==> config.mk <==
export PLATFORM = sky130hd
export DESIGN_NAME = clock_set_ctrl
export DESIGN_NICKNAME = d
export VERILOG_FILES = /design/src/rtl/clock_set_pkg.sv /design/src/rtl/btn_debounce.sv /design/src/rtl/clock_set_ctrl.sv
export SDC_FILE = /design/constraint.sdc
export NUM_CORES = 1
export LEC_CHECK = 0
export BUFFER_PORTS_ARGS = -buffer_cell sky130_fd_sc_hd__buf_2
export CAP_MARGIN = 20
export CORE_UTILIZATION = 55
export DETAILED_ROUTE_END_ITERATION = 10
export PLACE_DENSITY = 0.71
export SLEW_MARGIN = 20
export SYNTH_ARGS = -nofsm -noshare
export SYNTH_HDL_FRONTEND = slang
export SYNTH_HIERARCHICAL = 1
export SYNTH_SLANG_ARGS = --single-unit
export TNS_END_PERCENT = 1
==> constraint.sdc <==
create_clock -name clk -period 5.4 [get_ports clk]
set_input_delay 1.08 -clock clk [delete_from_list [all_inputs] [get_ports clk]]
set_output_delay 1.08 -clock clk [all_outputs]
set_load 0.05 [all_outputs]
==> src/rtl/clock_set_pkg.sv <==
// Shared encodings and limits for the clock set/run front-end controller.
package clock_set_pkg;

  localparam logic [1:0] CH_OFF      = 2'b00;
  localparam logic [1:0] CH_SET_MIN  = 2'b01;
  localparam logic [1:0] CH_SET_HOUR = 2'b10;
  localparam logic [1:0] CH_RUN      = 2'b11;

  // State encoding equals the choice code so the output is a direct copy.
  typedef logic [1:0] state_t;

  localparam state_t ST_OFF      = CH_OFF;
  localparam state_t ST_SET_MIN  = CH_SET_MIN;
  localparam state_t ST_SET_HOUR = CH_SET_HOUR;
  localparam state_t ST_RUN      = CH_RUN;

  localparam logic [5:0] MIN_MAX  = 6'd59;
  localparam logic [5:0] HOUR_MAX = 6'd23;

endpackage

==> src/rtl/btn_debounce.sv <==
// Two-flop synchronizer, stability counter and armed rising-edge press pulse for one raw input.
module btn_debounce #(
  parameter int unsigned DEBOUNCE_CYCLES = 1000000
) (
  input  logic clk,
  input  logic rst_n,
  input  logic i_btn,
  output logic o_level,
  output logic o_press
);

  localparam int unsigned CntW = (DEBOUNCE_CYCLES > 1) ? $clog2(DEBOUNCE_CYCLES) : 1;
  localparam logic [CntW-1:0] CntLast = CntW'(DEBOUNCE_CYCLES - 1);

  logic [1:0]      r_sync;
  logic            r_prev;
  logic [CntW-1:0] r_cnt;
  logic            r_level;
  logic            r_level_q;
  logic            r_armed;

  // r_armed is set only once a stable low is accepted, so a button held
  // through reset release cannot produce a press until it is released.
  always_ff @(posedge clk or negedge rst_n) begin
    if (!rst_n) begin
      r_sync    <= 2'b00;
      r_prev    <= 1'b0;
      r_cnt     <= '0;
      r_level   <= 1'b0;
      r_level_q <= 1'b0;
      r_armed   <= 1'b0;
    end else begin
      r_sync    <= {r_sync[0], i_btn};
      r_prev    <= r_sync[1];
      r_level_q <= r_level;
      if (r_sync[1] != r_prev) begin
        r_cnt <= '0;
      end else if (r_cnt == CntLast) begin
        r_level <= r_sync[1];
        if (!r_sync[1]) begin
          r_armed <= 1'b1;
        end
      end else begin
        r_cnt <= r_cnt + CntW'(1);
      end
    end
  end

  assign o_level = r_level;
  assign o_press = r_level & ~r_level_q & r_armed;

endmodule

==> src/rtl/clock_set_ctrl.sv <==
// Mode FSM and BCD field editor driving the HH:MM:SS clock set interface.
// Optional auto-repeat of held inc/dec is enabled by defining AUTO_REPEAT_EN.
module clock_set_ctrl
  import clock_set_pkg::*;
#(
  parameter int unsigned DEBOUNCE_CYCLES = 1000000,
  parameter int unsigned REPEAT_DELAY    = 25000000,
  parameter int unsigned REPEAT_PERIOD   = 10000000
) (
  input  logic       clk,
  input  logic       rst_n,
  input  logic       i_power_sw,
  input  logic       i_btn_mode,
  input  logic       i_btn_inc,
  input  logic       i_btn_dec,
  output logic [1:0] o_choice,
  output logic [3:0] o_data_0,
  output logic [3:0] o_data_1,
  output logic       o_load
);

  logic w_pwr_lvl;
  logic w_mode_press;
  logic w_inc_lvl, w_inc_press;
  logic w_dec_lvl, w_dec_press;
  logic w_inc_ev, w_dec_ev;

  btn_debounce #(.DEBOUNCE_CYCLES(DEBOUNCE_CYCLES)) u_db_pwr (
    .clk     (clk),
    .rst_n   (rst_n),
    .i_btn   (i_power_sw),
    .o_level (w_pwr_lvl),
    .o_press ()
  );

  btn_debounce #(.DEBOUNCE_CYCLES(DEBOUNCE_CYCLES)) u_db_mode (
    .clk     (clk),
    .rst_n   (rst_n),
    .i_btn   (i_btn_mode),
    .o_level (),
    .o_press (w_mode_press)
  );

  btn_debounce #(.DEBOUNCE_CYCLES(DEBOUNCE_CYCLES)) u_db_inc (
    .clk     (clk),
    .rst_n   (rst_n),
    .i_btn   (i_btn_inc),
    .o_level (w_inc_lvl),
    .o_press (w_inc_press)
  );

  btn_debounce #(.DEBOUNCE_CYCLES(DEBOUNCE_CYCLES)) u_db_dec (
    .clk     (clk),
    .rst_n   (rst_n),
    .i_btn   (i_btn_dec),
    .o_level (w_dec_lvl),
    .o_press (w_dec_press)
  );

  state_t     r_state, w_state_d;
  logic [5:0] r_min, r_hour, w_min_d, w_hour_d;
  logic       w_edit_ok;

  always_comb begin
    w_state_d = r_state;
    if (!w_pwr_lvl) begin
      w_state_d = ST_OFF;
    end else begin
      case (r_state)
        ST_OFF:      w_state_d = ST_RUN;
        ST_RUN:      if (w_mode_press) w_state_d = ST_SET_MIN;
        ST_SET_MIN:  if (w_mode_press) w_state_d = ST_SET_HOUR;
        ST_SET_HOUR: if (w_mode_press) w_state_d = ST_RUN;
        default:     w_state_d = ST_OFF;
      endcase
    end
  end

`ifdef AUTO_REPEAT_EN
  localparam int unsigned RepMax = (REPEAT_DELAY > REPEAT_PERIOD) ? REPEAT_DELAY : REPEAT_PERIOD;
  localparam int unsigned RepW   = $clog2(RepMax + 1);

  logic [RepW-1:0] r_rep_cnt;
  logic            r_rep_active;
  logic            w_rep_hold, w_rep_hit, w_rep_step;

  // Timer runs only while exactly one of inc/dec is held in a stable SET state.
  assign w_rep_hold = w_pwr_lvl && (w_inc_lvl ^ w_dec_lvl) && (w_state_d == r_state) &&
                      ((r_state == ST_SET_MIN) || (r_state == ST_SET_HOUR));
  assign w_rep_hit  = (r_rep_cnt == (r_rep_active ? RepW'(REPEAT_PERIOD) : RepW'(REPEAT_DELAY)));
  assign w_rep_step = w_rep_hold && w_rep_hit;

  always_ff @(posedge clk or negedge rst_n) begin
    if (!rst_n) begin
      r_rep_cnt    <= '0;
      r_rep_active <= 1'b0;
    end else if (!w_rep_hold) begin
      r_rep_cnt    <= '0;
      r_rep_active <= 1'b0;
    end else if (w_rep_hit) begin
      r_rep_cnt    <= RepW'(1);
      r_rep_active <= 1'b1;
    end else begin
      r_rep_cnt <= r_rep_cnt + RepW'(1);
    end
  end

  assign w_inc_ev = w_inc_press | (w_rep_step & w_inc_lvl);
  assign w_dec_ev = w_dec_press | (w_rep_step & w_dec_lvl);
`else
  assign w_inc_ev = w_inc_press;
  assign w_dec_ev = w_dec_press;
`endif

  // Mode press or loss of power wins over edits; simultaneous inc/dec cancel.
  assign w_edit_ok = w_pwr_lvl && !w_mode_press && (w_inc_ev ^ w_dec_ev);

  always_comb begin
    w_min_d  = r_min;
    w_hour_d = r_hour;
    if (w_edit_ok && (r_state == ST_SET_MIN)) begin
      if (w_inc_ev) w_min_d = (r_min == MIN_MAX) ? 6'd0 : r_min + 6'd1;
      else          w_min_d = (r_min == 6'd0) ? MIN_MAX : r_min - 6'd1;
    end
    if (w_edit_ok && (r_state == ST_SET_HOUR)) begin
      if (w_inc_ev) w_hour_d = (r_hour == HOUR_MAX) ? 6'd0 : r_hour + 6'd1;
      else          w_hour_d = (r_hour == 6'd0) ? HOUR_MAX : r_hour - 6'd1;
    end
  end

  logic [5:0] w_sel;
  logic [3:0] w_tens, w_ones;
  logic       w_load_d;

  always_comb begin
    case (w_state_d)
      ST_SET_MIN:  w_sel = w_min_d;
      ST_SET_HOUR: w_sel = w_hour_d;
      default:     w_sel = 6'd0;
    endcase
  end

  always_comb begin
    if      (w_sel >= 6'd50) w_tens = 4'd5;
    else if (w_sel >= 6'd40) w_tens = 4'd4;
    else if (w_sel >= 6'd30) w_tens = 4'd3;
    else if (w_sel >= 6'd20) w_tens = 4'd2;
    else if (w_sel >= 6'd10) w_tens = 4'd1;
    else                     w_tens = 4'd0;
  end

  // Remainder is below 10, so modulo-16 arithmetic on the low nibble is exact.
  assign w_ones   = w_sel[3:0] - 4'(w_tens * 4'd10);
  assign w_load_d = (w_state_d != o_choice) || (w_tens != o_data_1) || (w_ones != o_data_0);

  always_ff @(posedge clk or negedge rst_n) begin
    if (!rst_n) begin
      r_state  <= ST_OFF;
      r_min    <= 6'd0;
      r_hour   <= 6'd0;
      o_choice <= CH_OFF;
      o_data_1 <= 4'd0;
      o_data_0 <= 4'd0;
      o_load   <= 1'b0;
    end else begin
      r_state  <= w_state_d;
      r_min    <= w_min_d;
      r_hour   <= w_hour_d;
      o_choice <= w_state_d;
      o_data_1 <= w_tens;
      o_data_0 <= w_ones;
      o_load   <= w_load_d;
    end
  end

endmodule
; Word level (Yosys, flattened, before mapping)
; Index checks and enable logic that the tools add are counted.
[word_totals]
out_inout_bits = 11
reg_bits = 125
inputBits = 6
wordCells = 126
[op_classes]
n_bitwise = 17
n_addsub = 9
multipliers = 1
order_cmp = 5
n_eq_ne = 22
mux = 27
n_reduce_logical = 17
[ops]
columns = op, count
row1 = 20-bit two-way mux, 8
row2 = "20-bit by 1-bit adder with 20-bit output, second input constant", 4
row3 = "20-bit equality test, second input constant", 4
row4 = 6-bit two-way mux, 8
row5 = "6-bit by 1-bit adder with 6-bit output, second input constant", 2
row6 = "6-bit by 5-bit >= comparator with 1-bit output, second input constant", 2
row7 = "6-bit >= comparator, second input constant", 2
row8 = 6-bit logical NOT, 2
row9 = 2-bit two-way mux, 6
row10 = 6-bit case mux with 2 select lines, 1
row11 = "6-bit by 1-bit subtractor with 6-bit output, second input constant", 2
row12 = 1-bit inverter, 10
row13 = 3-bit AND reduction, 3
row14 = "2-bit by 1-bit inequality test with 1-bit output, second input constant", 4
row15 = 4-bit inequality test, 2
row16 = 2-bit case mux with 4 select lines, 1
row17 = 2-bit AND reduction, 4
row18 = 1-bit bitwise AND, 6
row19 = "2-bit equality test, second input constant", 3
row20 = "6-bit by 5-bit equality test with 1-bit output, second input constant", 1
row21 = "6-bit equality test, second input constant", 1
row22 = "6-bit by 4-bit >= comparator with 1-bit output, second input constant", 1
row23 = 3-bit two-way mux, 2
row24 = "2-bit by 1-bit equality test with 1-bit output, second input constant", 2
row25 = 10 further kinds, 17

; Logic depth before layout (Yosys ltp)
; Gate-level depths: netlist of the first run.
[logic_depth]
depth_word = 19
ltp_mapped = 20
ltp_nobuf = 20

; Modules after synthesis
; Netlist of the first run, hierarchy kept.
[by_module_without_submodules]
columns = mod, area_per_inst_um2, n_inst, cells_each, seq_area_each_um2
row1 = btn_debounce at u_db_dec ..., 1232.4, 3, 122, 650.6
row2 = clock_set_ctrl, 2052.0, 1, 244, 550.5
row3 = btn_debounce at u_db_pwr, 1244.9, 1, 117, 650.6

; Worst setup path before layout of the first run
; OpenSTA, ideal clock, no wires.
[synth_path]
path_type = register -> register
from = reg r_state[0]
to = reg o_load
required_time_ps = 5257
arrival_ps = 3916
setup_time_ps = 143
synth_period_minus_slack_ps = 4059
stages_incl_launch_ff = 18
n_path_buf = 0
path_slack_ps = 1341
path_cell_list = dfrtp_1 > nand2b_1 > o221ai_1 > inv_1 > ha_1 > inv_1 > or3_1 > and2_2 > and3_1 > o21a_1 > nor3_1 > ha_1 > inv_1 > fa_1 > xor2_1 > a2111oi_0 > and3_1 > o2111ai_1
[synth_via]
elab_chain_cells = 15
word_cells_on_any_way = 33
cone_classes = add/sub (1) / mul (1) / order compare (5) / eq/ne (8) / mux (13) / reduce/logical (5)
[synth_lines]
columns = item, line_no
row1 = "start, declared", clock_set_ctrl.sv:60  ; state_t r_state, w_state_d;
row2 = "start signal, assigned", clock_set_ctrl.sv:166  ; r_state <= w_state_d;
row3 = 2-bit equality test (tied with other cells), clock_set_ctrl.sv:69  ; case (r_state)
row4 = 2-bit case mux with 4 select lines (*), clock_set_ctrl.sv:69
row5 = 2-bit two-way mux (*), clock_set_ctrl.sv:66  ; if (!w_pwr_lvl) begin
row6 = via w_state_d[0], clock_set_ctrl.sv:60
row7 = 2-bit equality test or 2-bit by 1-bit equality test with 1-bit output (tied branches), clock_set_ctrl.sv:136  ; case (w_state_d)
row8 = 6-bit case mux with 2 select lines (*), clock_set_ctrl.sv:136
row9 = 6-bit by 4-bit >= comparator with 1-bit output, clock_set_ctrl.sv:148  ; else if (w_sel >= 6'd10) w_tens = 4'd1;
row10 = 1-bit two-way mux, clock_set_ctrl.sv:148
row11 = [3 not listed], n/a
row12 = 3-bit two-way mux (*), clock_set_ctrl.sv:144  ; if (w_sel >= 6'd50) w_tens = 4'd5;
row13 = via w_tens[0], clock_set_ctrl.sv:132  ; logic [3:0] w_tens, w_ones;
row14 = 4-bit by 3-bit multiplier with 3-bit output (*), clock_set_ctrl.sv:153  ; assign w_ones = w_sel[3:0] - 4'(w_tens * 4'd10);
row15 = 4-bit subtractor (*), clock_set_ctrl.sv:153
row16 = via w_ones[2], clock_set_ctrl.sv:132
row17 = 4-bit inequality test (*), clock_set_ctrl.sv:154  ; assign w_load_d = (w_state_d != o_choice) || (w_tens != o_data_1) || (w_ones != o_data_0);
row18 = 1-bit logical OR (*), clock_set_ctrl.sv:154
row19 = via w_load_d, clock_set_ctrl.sv:133  ; logic w_load_d;
row20 = "end signal, assigned", clock_set_ctrl.sv:172  ; o_load <= w_load_d;
row21 = "end, declared", clock_set_ctrl.sv:19  ; output logic o_load
; The timed path passes the listed nets; every way through them passes the cells marked *.
; A chain may end at the register's enable or synchronous reset.

; Final worst setup path of the first run
[layout_path]
from = reg u_db_inc.r_level, in the netlist u_db_inc/o_level
to = reg o_load
[layout_via]
elab_chain_cells = 17
word_cells_on_any_way = 27
cone_classes = add/sub (1) / mul (1) / order compare (5) / eq/ne (2) / mux (10) / bitwise (3) / reduce/logical (5)
[layout_lines]
columns = item, line_no
row1 = "start, declared", btn_debounce.sv:18  ; logic r_level;
row2 = "start signal, assigned", btn_debounce.sv:39  ; r_level <= r_sync[1];
row3 = 1-bit bitwise AND (*) (2 in series), btn_debounce.sv:50  ; assign o_press = r_level & ~r_level_q & r_armed;
row4 = via w_inc_ev, clock_set_ctrl.sv:26  ; logic w_inc_ev, w_dec_ev;
row5 = 1-bit XOR, clock_set_ctrl.sv:116  ; assign w_edit_ok = w_pwr_lvl && !w_mode_press && (w_inc_ev ^ w_dec_ev);
row6 = 1-bit logical AND, clock_set_ctrl.sv:116
row7 = "1-bit logical AND, on equally long branches", "clock_set_ctrl.sv:125, clock_set_ctrl.sv:121"
row8 = "6-bit two-way mux, on equally long branches", "clock_set_ctrl.sv:125, clock_set_ctrl.sv:121"
row9 = 6-bit case mux with 2 select lines (*), clock_set_ctrl.sv:136
row10 = 6-bit by 4-bit >= comparator with 1-bit output, clock_set_ctrl.sv:148
row11 = [4 not listed], n/a
row12 = 3-bit two-way mux (*), clock_set_ctrl.sv:144
row13 = via w_tens[0], clock_set_ctrl.sv:132
row14 = 4-bit by 3-bit multiplier with 3-bit output (*), clock_set_ctrl.sv:153
row15 = 4-bit subtractor (*), clock_set_ctrl.sv:153
row16 = via w_ones[2], clock_set_ctrl.sv:132
row17 = 4-bit inequality test (*), clock_set_ctrl.sv:154
row18 = 1-bit logical OR (*), clock_set_ctrl.sv:154
row19 = via w_load_d, clock_set_ctrl.sv:133
; Marked as above.

==> results of run 1 <==
[per-stage QoR]
stage / std cells / setup WS, ns / util / hold slack (ns)
3_5_place_dp: 879 / 0.9791 / 0.5831 / 0.3363
5_1_grt: 909 / 0.4197 / 0.6310 / 0.3534
2_1_floorplan: 722 / 1.341 / - / 0.3312
4_1_cts: 909 / 0.9138 / 0.6307 / 0.3492
3_3_place_gp: 879 / 1.150 / 0.5831 / 0.3320
6_report: 909 / 0.9155 / 0.6310 / 0.3460
[cell type report]
cell class	count	area [sq um]	area share
clock inverter	6	86.33	0.01125
timing repair buffer	17	96.34	0.01256
clock buffer	24	491.7	0.06408
inverter	39	146.4	0.01908
sequential	124	3103	0.4044
tap	168	210.2	0.02739
multi-input combinational	531	3540	0.4613
[state kept, by name, indices dropped and copies added, names as in the netlist, 3 cells and up]
signal           flops
r_min                6
r_hour               6
o_data_1             3
o_data_0             4
u_db_inc/r_cnt      20
u_db_mode/r_cnt     20
u_db_dec/r_cnt      20
u_db_pwr/r_cnt      20
[worst max-delay path, delay by kind of cell (launching register included)]
kind	cells	cell delay (ns)
flops	1	0.36
simple gates	8	1.66
buf+inv	2	0.32
fa+ha+maj	2	0.67
compound gates	4	0.73
xor+xnor	2	0.57
[power groups by stage]
stage / registers [mW] / logic, mW / clock network (mW)
after floorplan: 0.981 / 0.0486 / 0
after global placement: 0.984 / 0.0768 / 0
final: 0.971 / 0.0779 / 1.10
after CTS: 0.970 / 0.0799 / 1.13
after global routing: 0.973 / 0.0918 / 1.17
after detailed placement: 0.986 / 0.0792 / 0
[worst max-delay path by stage]
stage | slack (ns) | end | start | cells after the start
after floorplan | 1.34 | o_load$_DFF_PN0_ | r_state[0]$_DFF_PN0_ | 17
final | 0.92 | o_load$_DFF_PN0_ | u_db_inc/o_level$_DFFE_PN0P_ | 18
after global routing | 0.42 | o_load$_DFF_PN0_ | u_db_mode/o_level$_DFFE_PN0P_ | 17
after global placement | 1.15 | o_load$_DFF_PN0_ | r_hour[0]$_DFF_PN0_ | 17
after CTS | 0.91 | o_load$_DFF_PN0_ | u_db_mode/o_level$_DFFE_PN0P_ | 20
after detailed placement | 0.98 | o_load$_DFF_PN0_ | u_db_mode/o_level$_DFFE_PN0P_ | 17
[routing by layer]
layer  vias up  share of wire
met3        19          0.034
met4         0          0.017
met5         -              0
met1      2769           0.46
li1       2705              -
met2       127           0.49
[placed cells by master (no fill, tap or decap), drive strengths merged, types with 8 or more instances in the layout]
cell type  instances
o21ai             38
a31oi             15
ha                17
nand3             33
and3               8
xor2              13
nor4              10
nand2             46
buf               17
xnor2             22
nor2              46
nand4             20
a211oi            10
and4              12
or4               27
and2              11
clkbuf            24
nor3              20
nor2b              8
o21bai             8
inv               39
or3               21
a21oi             51
o31ai             23
dfrtp            124
==> impl_metrics.json, run 1 <==
{
  "cp-end-kind": "flop",
  "die_y_microns": 114.2,
  "vias": 5620,
  "grt.total_usage": 0.2437,
  "grt_antenna_before_repair": 0,
  "netSwitchingFraction": 0.2121,
  "grtUsageMet2": 0.3879,
  "grt_max_degree": 85,
  "viasPerCell": 6.183,
  "drtIter0Drc": 313,
  "min_path_cells": 0,
  "crit_path_max_fanout": 22,
  "crit_required_ns": 5.65,
  "clkTransAtPathRegs_ns": 0.05,
  "pwr-share-comb": 0.036,
  "maxSlewHeadroom": 0.4831,
  "worst_path_max_delay_cell": "or4_4",
  "r2r_cells": 18,
  "drc": 0,
  "rows": 40,
  "cts_tree": "yes",
  "slew_viol_final": 0,
  "drt_first_pass_iters": 5,
  "critPathLaunchType": "flop",
  "p_sw_mw": 0.4562,
  "cts_buffers": 17,
  "finalCritPeriodShare": 0.8305,
  "drive_gt1_frac": 0.1147,
  "fill_cells": 1016,
  "path_cells": "nand2_1 -> nor2_1 -> buf_4 -> xor2_2 -> nand2_2 -> or4_4 -> o211ai_2 -> nand2_2 -> and3_1 -> o21a_1 -> nor3_1 -> ha_1 -> inv_1 -> fa_1 -> xor2_1 -> a2111oi_0 -> and3_1 -> o2111ai_1",
  "core_area_sq_um": 12160,
  "cp.arrival_ns": 4.74,
  "htreeDepth": 4,
  "reg2reg_from": "u_db_inc/o_level$_DFFE_PN0P_",
  "met3_usage": 0.05082,
  "p_per_area_nw_per_um2": 280.3,
  "top_usage_layer": "met2",
  "syn_inst": 722,
  "port_buffers": 15,
  "holdPathEnd": "u_db_dec/r_sync[1]$_DFF_PN0_",
  "cellLeakagePower_nw": 3.126,
  "nNetsFinal": 754,
  "min_period_ns": 4.485,
  "area.growth.synth_to_final_pct": 10.78,
  "clkPwrFrac": 0.513,
  "timing.fmax_ghz": 0.2230,
  "setup_viol": 0,
  "grt.overflow.total": 0,
  "min_path_type": "reg2reg",
  "grt_pass1_vias": 5421,
  "hold_viol_final": 0,
  "hold_path_startpoint": "u_db_dec/r_sync[0]$_DFF_PN0_",
  "die_area_sq_um": 13050,
  "clockBufferDepth": 2,
  "finish.instance_area_sq_um": 7674,
  "hold_buffers": 0,
  "setup_tns_ns": 0,
  "cts_setup_buffers": 0,
  "cap_violations": 0,
  "pwr-share-seq": 0.451,
  "dieWidth_microns": 114.2,
  "clk_latency_ns": 0.41,
  "rsz0062_at_grt": "no",
  "grt_pass1_wl_microns": 25490,
  "regToRegSetupSlack_ns": 0.92,
  "worst-setup-path-type": "reg2reg",
  "insertedDiodeCount": 0,
  "synth_nets": 746,
  "wl_per_cell_microns": 15.91,
  "avgSynthCellArea_sq_um": 9.594,
  "worstMarginPinSlew_ns": 0.7754,
  "start_util": 0.5695,
  "antenna_left": 0,
  "cellInternalPower_mw": 1.695,
  "clock-sinks": 124,
  "postCtsResizedCells": 0,
  "clock-root-buffer": "clkbuf_16",
  "boundaryPins": 17,
  "max-vdd-ir-drop_uv": 216.5,
  "finClkSkew_ns": 0.009069,
  "place_area_sq_um": 7092,
  "gp_congestion": 0.8540,
  "grt_use_met1": 0.3277,
  "wl_microns": 14470,
  "max_stage_delay_ns": 0.57,
  "yosys_warnings": 6,
  "netlist_area_sq_um": 6927,
  "status": "completed",
  "dp_hpwl_microns": 9917,
  "p_total_mw": 2.151,
  "reg2reg_to": "o_load$_DFF_PN0_"
}
Note: power is estimated with default switching activity, not from simulation.
==> run 2, diff against run 1 <==
Clock period 5.4 ns to 4.2 ns, I/O delays scaled along.
==> run 2 against run 1 <==
Compared with the run above:
- the flow now finishes with violations (setup timing)
- first-iteration DRC count increased by 15%
- sequential power grew 29%
- maximum frequency increased by 6.6%
- register-to-register slack got worse by 0.92 ns
- die area stayed put
- utilization is 5.2 points higher
- wire length rose by 8.1%
- critical path type unchanged
==> impl_metrics.json, run 2 (same netlist as run 1, synthesis figures left out) <==
{
  "status": "finished with violations",
  "violations": "setup timing",
  "core_area_sq_um": 12160,
  "clock-root-buffer": "clkbuf_16",
  "clkTransAtPathRegs_ns": 0.06,
  "cellInternalPower_mw": 2.315,
  "grt_pass1_wl_microns": 25240,
  "antenna_left": 0,
  "grt.overflow.total": 0,
  "vias": 5871,
  "cp.arrival_ns": 4.49,
  "hold_viol_final": 0,
  "clock-sinks": 124,
  "max-vdd-ir-drop_uv": 606.5,
  "most-common-layout-cells": "121 x dfrtp_1, 50 x a21oi_1, 43 x nor2_1",
  "fin_util": 0.6831,
  "slew_viol_final": 0,
  "crit_required_ns": 4.48,
  "pwr-share-seq": 0.417,
  "top_layer": "met4",
  "reg2reg_to": "o_load$_DFF_PN0_",
  "dp_hpwl_microns": 9921,
  "crit_path_start": "r_min[0]$_DFF_PN0_",
  "drtIter0Drc": 361,
  "clk_latency_ns": 0.42,
  "clkPwrFrac": 0.549,
  "reg2reg_from": "r_min[0]$_DFF_PN0_",
  "min_path_type": "reg2reg",
  "path_cells": "inv_1 -> ha_1 -> or4b_1 -> nand4_1 -> o2111ai_2 -> a32o_2 -> buf_4 -> a21oi_4 -> a2111oi_4 -> nor3_2 -> ha_2 -> inv_1 -> fa_1 -> xor2_1 -> a2111oi_1 -> and3_1 -> o2111ai_1",
  "clockBufferDepth": 2,
  "cts_tree": "yes",
  "layout_commonest_cell": "dfrtp_1",
  "met2_length_microns": 7793,
  "grt_pass1_vias": 5414,
  "worstMarginPinSlew_ns": 0.7947,
  "finClkSkew_ns": 0.004744,
  "grt.total_usage": 0.2434,
  "nNetsFinal": 796,
  "worst-setup-path-type": "reg2reg",
  "min_period_ns": 4.208,
  "port_buffers": 15,
  "grt_antenna_before_repair": 0,
  "max_stage_delay_ns": 0.50,
  "die_area_sq_um": 13050,
  "finalCritPeriodShare": 1.002,
  "setup_tns_ns": -0.008295,
  "crit_path_max_fanout": 7,
  "dieWidth_microns": 114.2,
  "critPathCapture": "o_load$_DFF_PN0_",
  "setup_ws_ns": -0.008295,
  "cts_buffers": 17,
  "p_sw_mw": 0.6740,
  "regToRegSetupSlack_ns": -0.008,
  "wl_per_cell_microns": 16.41,
  "viasPerCell": 6.161,
  "wl_met3_microns": 653,
  "cp-end-kind": "flop",
  "timing.fmax_ghz": 0.2376,
  "start_util": 0.5695,
  "pwr-share-comb": 0.034,
  "stdcell_count": 953,
  "wl_microns": 15640,
  "r2r_cells": 17,
  "maxSlewHeadroom": 0.4702,
  "p_per_area_nw_per_um2": 359.8,
  "rows": 40,
  "critPathLaunchType": "flop",
  "die_y_microns": 114.2,
  "cp_common_cell": "inv_1",
  "wl_met1_microns": 6950,
  "grt_max_degree": 65,
  "cellLeakagePower_nw": 3.426,
  "area.growth.synth_to_final_pct": 19.94,
  "setup_viol": 1,
  "insertedDiodeCount": 0,
  "timing.hold.ws_ns": 0.3492,
  "cap_violations": 0,
  "drc": 0,
  "boundaryPins": 17,
  "dp_worst_setup_slack_ns": -0.1018,
  "netSwitchingFraction": 0.2255,
  "htreeDepth": 4,
  "drt_first_pass_iters": 5,
  "worst_path_max_delay_cell": "fa_1",
  "placed_cells": 894,
  "drive_gt1_frac": 0.2000,
  "gp_congestion": 0.8925
}
[run 2: cell count changes in the layout (fill, tap and decap cells not counted), sizes merged]
| cell | change |
|---|---|
| clkinv | +1 |
| clkinvlp | +1 |
| clkbuf | -5 |
| nand2 | +1 |
| bufinv | +3 |
| buf | +39 |
| inv | +4 |
[run 2: routing by layer]
metal  up-vias  global-route usage
met5         -                   0
met4         0             0.07359
met3        20             0.06776
met2       155              0.3911
met1      2896              0.3214
li1       2800                   -
[run 2: worst max-delay path, delay by kind of cell (launching register included)]
family	cells	cell delay, ns
AO/OA/AOI/OAI	6	1.19
buffers and inverters	3	0.31
AND/OR/NAND/NOR	4	1.03
XOR/XNOR	1	0.18
flip-flops	1	0.47
adder cells (fa/ha/maj)	3	0.88
[run 2: area by class of cell]
type	count	area (sq um)
clock inverter	15	237.7
multi-input combinational	532	3725
sequential	124	3107
tap	168	210.2
fill	953	3854
timing repair buffer	58	456.7
inverter	39	146.4
clock buffer	17	425.4
[run 2: what timing repair did]
item / 4_1_cts / 5_1_grt
resized for setup: 3 / 36
setup endpoints to repair: 1 / 1
hold buffers: 0 / 0
buffers inserted: 0 / 25
pin swaps: 0 / 17
gates cloned: 0 / 2
[run 2: how the worst min path moves through the flow]
stage                                       from                           end  slack (ns)  depth (start not counted)
finish              u_db_dec/r_sync[0]$_DFF_PN0_  u_db_dec/r_sync[1]$_DFF_PN0_        0.35                          0
global route        u_db_dec/r_sync[0]$_DFF_PN0_  u_db_dec/r_sync[1]$_DFF_PN0_        0.36                          0
CTS                 u_db_dec/r_sync[0]$_DFF_PN0_  u_db_dec/r_sync[1]$_DFF_PN0_        0.35                          0
detailed placement  u_db_dec/r_sync[0]$_DFF_PN0_  u_db_dec/r_sync[1]$_DFF_PN0_        0.34                          0
global placement    u_db_pwr/r_sync[0]$_DFF_PN0_  u_db_pwr/r_sync[1]$_DFF_PN0_        0.33                          0
floorplan           u_db_dec/r_sync[0]$_DFF_PN0_  u_db_dec/r_sync[1]$_DFF_PN0_        0.33                          0
[run 2: power by group through the flow]
stage                     Combinational [mW]  Sequential (mW)  Clock, mW
after global placement                 0.100             1.27          0
after detailed placement               0.103             1.27          0
after CTS                              0.104             1.25       1.66
final                                  0.102             1.25       1.64
after global routing                   0.119             1.25       1.72
after floorplan                       0.0625             1.26          0
[run 2: per-stage QoR]
step                      area, sq um  power, mW
after detailed placement         7229      1.372
after global routing             8308      3.089
after global placement           7229      1.367
after CTS                        7899      3.010
final                            8308      2.989
after floorplan                  6927      1.323
==> run 3, diff against run 2 <==
Settings changed: CORE_ASPECT_RATIO set to 1.2, GPL_ROUTABILITY_DRIVEN set to 1.
==> run 3 against run 2 <==
Compared with the run above:
- the flow now finishes without violations
- sequential share of layout area increased by 1.0 points
- clock power decreased by 5%
- combinational power about the same
- first-iteration DRC count increased by 17%
- largest cell class unchanged
- non-clock buffer count decreased by 11
- cell area decreased by 2.6%
- critical path type unchanged
- power decreased by 2.9%
==> impl_metrics.json, run 3 (same netlist as run 1, synthesis figures left out) <==
{
  "status": "completed",
  "max-vdd-ir-drop_uv": 298.0,
  "clock-sinks": 124,
  "drc": 0,
  "drt_first_pass_iters": 5,
  "min_path_type": "reg2reg",
  "fill_cells": 961,
  "max_stage_delay_ns": 0.50,
  "path_delay_family": "simple AND/OR/NAND/NOR gates",
  "crit_path_start": "u_db_mode/o_level$_DFFE_PN0P_",
  "boundaryPins": 17,
  "clkTransAtPathRegs_ns": 0.05,
  "slew_viol_final": 0,
  "min_path_cells": 0,
  "stdcell_count": 934,
  "start_util": 0.5693,
  "worstMarginPinSlew_ns": 0.7337,
  "r2r_cells": 19,
  "path_buf_inv": 3,
  "grt_antenna_before_repair": 0,
  "cp_common_cell": "nand2_1",
  "placed_cells": 892,
  "reg2reg_to": "o_load$_DFF_PN0_",
  "setup_viol": 0,
  "holdPathEnd": "u_db_mode/r_sync[1]$_DFF_PN0_",
  "p_per_area_nw_per_um2": 359.0,
  "regToRegSetupSlack_ns": 0.19,
  "grt.overflow.total": 0,
  "htreeDepth": 4,
  "clock-root-buffer": "clkbuf_16",
  "die_area_sq_um": 13050,
  "finalCritPeriodShare": 0.9551,
  "vias": 5892,
  "drtIter0Drc": 421,
  "cap_violations": 0,
  "drive_gt1_frac": 0.1759,
  "wl_microns": 15660,
  "cts_tree": "yes",
  "grt_pass1_vias": 5731,
  "area.growth.synth_to_final_pct": 16.78,
  "seqCellArea_sq_um": 3105,
  "core_area_sq_um": 12170,
  "hold_viol_final": 0,
  "viasPerCell": 6.308,
  "die_y_microns": 124.9,
  "min_period_ns": 4.012,
  "grt_pass1_wl_microns": 26390,
  "path_cells": "nand2_1 -> nor2_4 -> xnor2_1 -> nand2_1 -> nand2_1 -> ha_4 -> inv_1 -> or3_4 -> nand2_1 -> buf_4 -> o21ai_0 -> or2_2 -> a21oi_1 -> inv_1 -> fa_1 -> xor2_1 -> a2111oi_0 -> and3_1 -> o2111ai_1",
  "layout_commonest_cell": "dfrtp_1",
  "timing.hold.ws_ns": 0.3485,
  "maxSlewHeadroom": 0.5109,
  "cp.arrival_ns": 4.28,
  "finClkSkew_ns": 0.01174,
  "hold_path_startpoint": "u_db_mode/r_sync[0]$_DFF_PN0_",
  "cp-end-kind": "flop",
  "grt.total_usage": 0.2494,
  "crit_path_max_fanout": 6,
  "most-common-layout-cells": "122 x dfrtp_1, 50 x a21oi_1, 43 x nor2_1",
  "multi_input_area_sq_um": 3671,
  "timing.fmax_ghz": 0.2493,
  "clk_latency_ns": 0.43,
  "rows": 44,
  "dp_hpwl_microns": 10060,
  "worst_path_max_delay_cell": "fa_1",
  "clockBufferDepth": 2,
  "setup_tns_ns": 0,
  "worst-setup-path-type": "reg2reg",
  "gp_congestion": 0.8917,
  "insertedDiodeCount": 0,
  "antenna_left": 0,
  "port_buffers": 15,
  "critPathLaunchType": "flop",
  "wl_per_cell_microns": 16.76,
  "reg2reg_from": "u_db_mode/o_level$_DFFE_PN0P_",
  "crit_required_ns": 4.46,
  "cellLeakagePower_nw": 3.337,
  "grt_max_degree": 125,
  "dieWidth_microns": 104.4,
  "cts_buffers": 17,
  "nNetsFinal": 785
}
run 3: cell count changes in the layout (fill, tap and decap cells not counted), moves of 3 or more:
cell      delta
buf_4        -8
clkbuf_8     +4
clkinv_4     -4
clkbuf_1     +3
clkinv_2     +3
inv_6        -3
run 3: layer usage:
metal  global-route usage  share of wire  wire length [microns]  vias to the layer above
met4               0.1269          0.029                    451                        0
met3              0.04745          0.037                    586                       42
met2               0.4242           0.52                   8122                      171
met5                    0              0                      0                        -
li1                     -              -                      -                     2785
met1               0.3015           0.41                   6494                     2894
run 3: through the flow:
stage                     worst slack (ns)  total power [mW]  area [sq um]    util
after detailed placement           -0.1213             1.371          7246  0.5955
after CTS                          0.01488             2.927          7889  0.6484
after global routing              -0.04681             3.000          8089  0.6649
final                               0.1884             2.904          8089  0.6649
after global placement             0.07961             1.363          7246  0.5955
after floorplan                     0.1413             1.323          6927       -
run 3: layout make-up:
cell class              instances  area share
multi-input cells             532      0.4538
flip-flops and latches        124      0.3839
clock buffers                  24     0.06079
repair buffers                 47     0.04176
well taps                     161     0.02490
inverters                      39     0.01810
clock inverters                 7     0.01671
run 3: worst register-to-register path, delay by kind of cell (launching register included):
family                   cells  cell delay (ns)
AO/OA/AOI/OAI                4             0.65
XOR/XNOR                     2             0.34
adder cells (fa/ha/maj)      2             0.69
buffers and inverters        3             0.33
flip-flops                   1             0.36
AND/OR/NAND/NOR              8             1.49
run 3: report_power, final:
part / leakage [nW] / switching (mW) / total, mW / internal [mW]
Clock: 0.310 / 0.503 / 1.55 / 1.05
Sequential: 1.69 / 0.0295 / 1.25 / 1.22
Combinational: 1.34 / 0.0705 / 0.102 / 0.0312
run 3: worst max path at each step:
stage / slack (ns) / depth (start not counted) / endpoint
final: 0.19 / 19 / o_load$_DFF_PN0_
after global routing: -0.05 / 19 / o_load$_DFF_PN0_
after CTS: 0.01 / 17 / o_load$_DFF_PN0_
after detailed placement: -0.12 / 18 / o_load$_DFF_PN0_
after global placement: 0.08 / 18 / o_load$_DFF_PN0_
after floorplan: 0.14 / 17 / o_load$_DFF_PN0_
run 3: what timing repair did:
item                       4_1_cts  5_1_grt
cloned                           0        1
setup buffers                    0       10
setup endpoints to repair        1        1
pin swaps                        0        8
resized for setup                4       26
hold buffers                     0        0
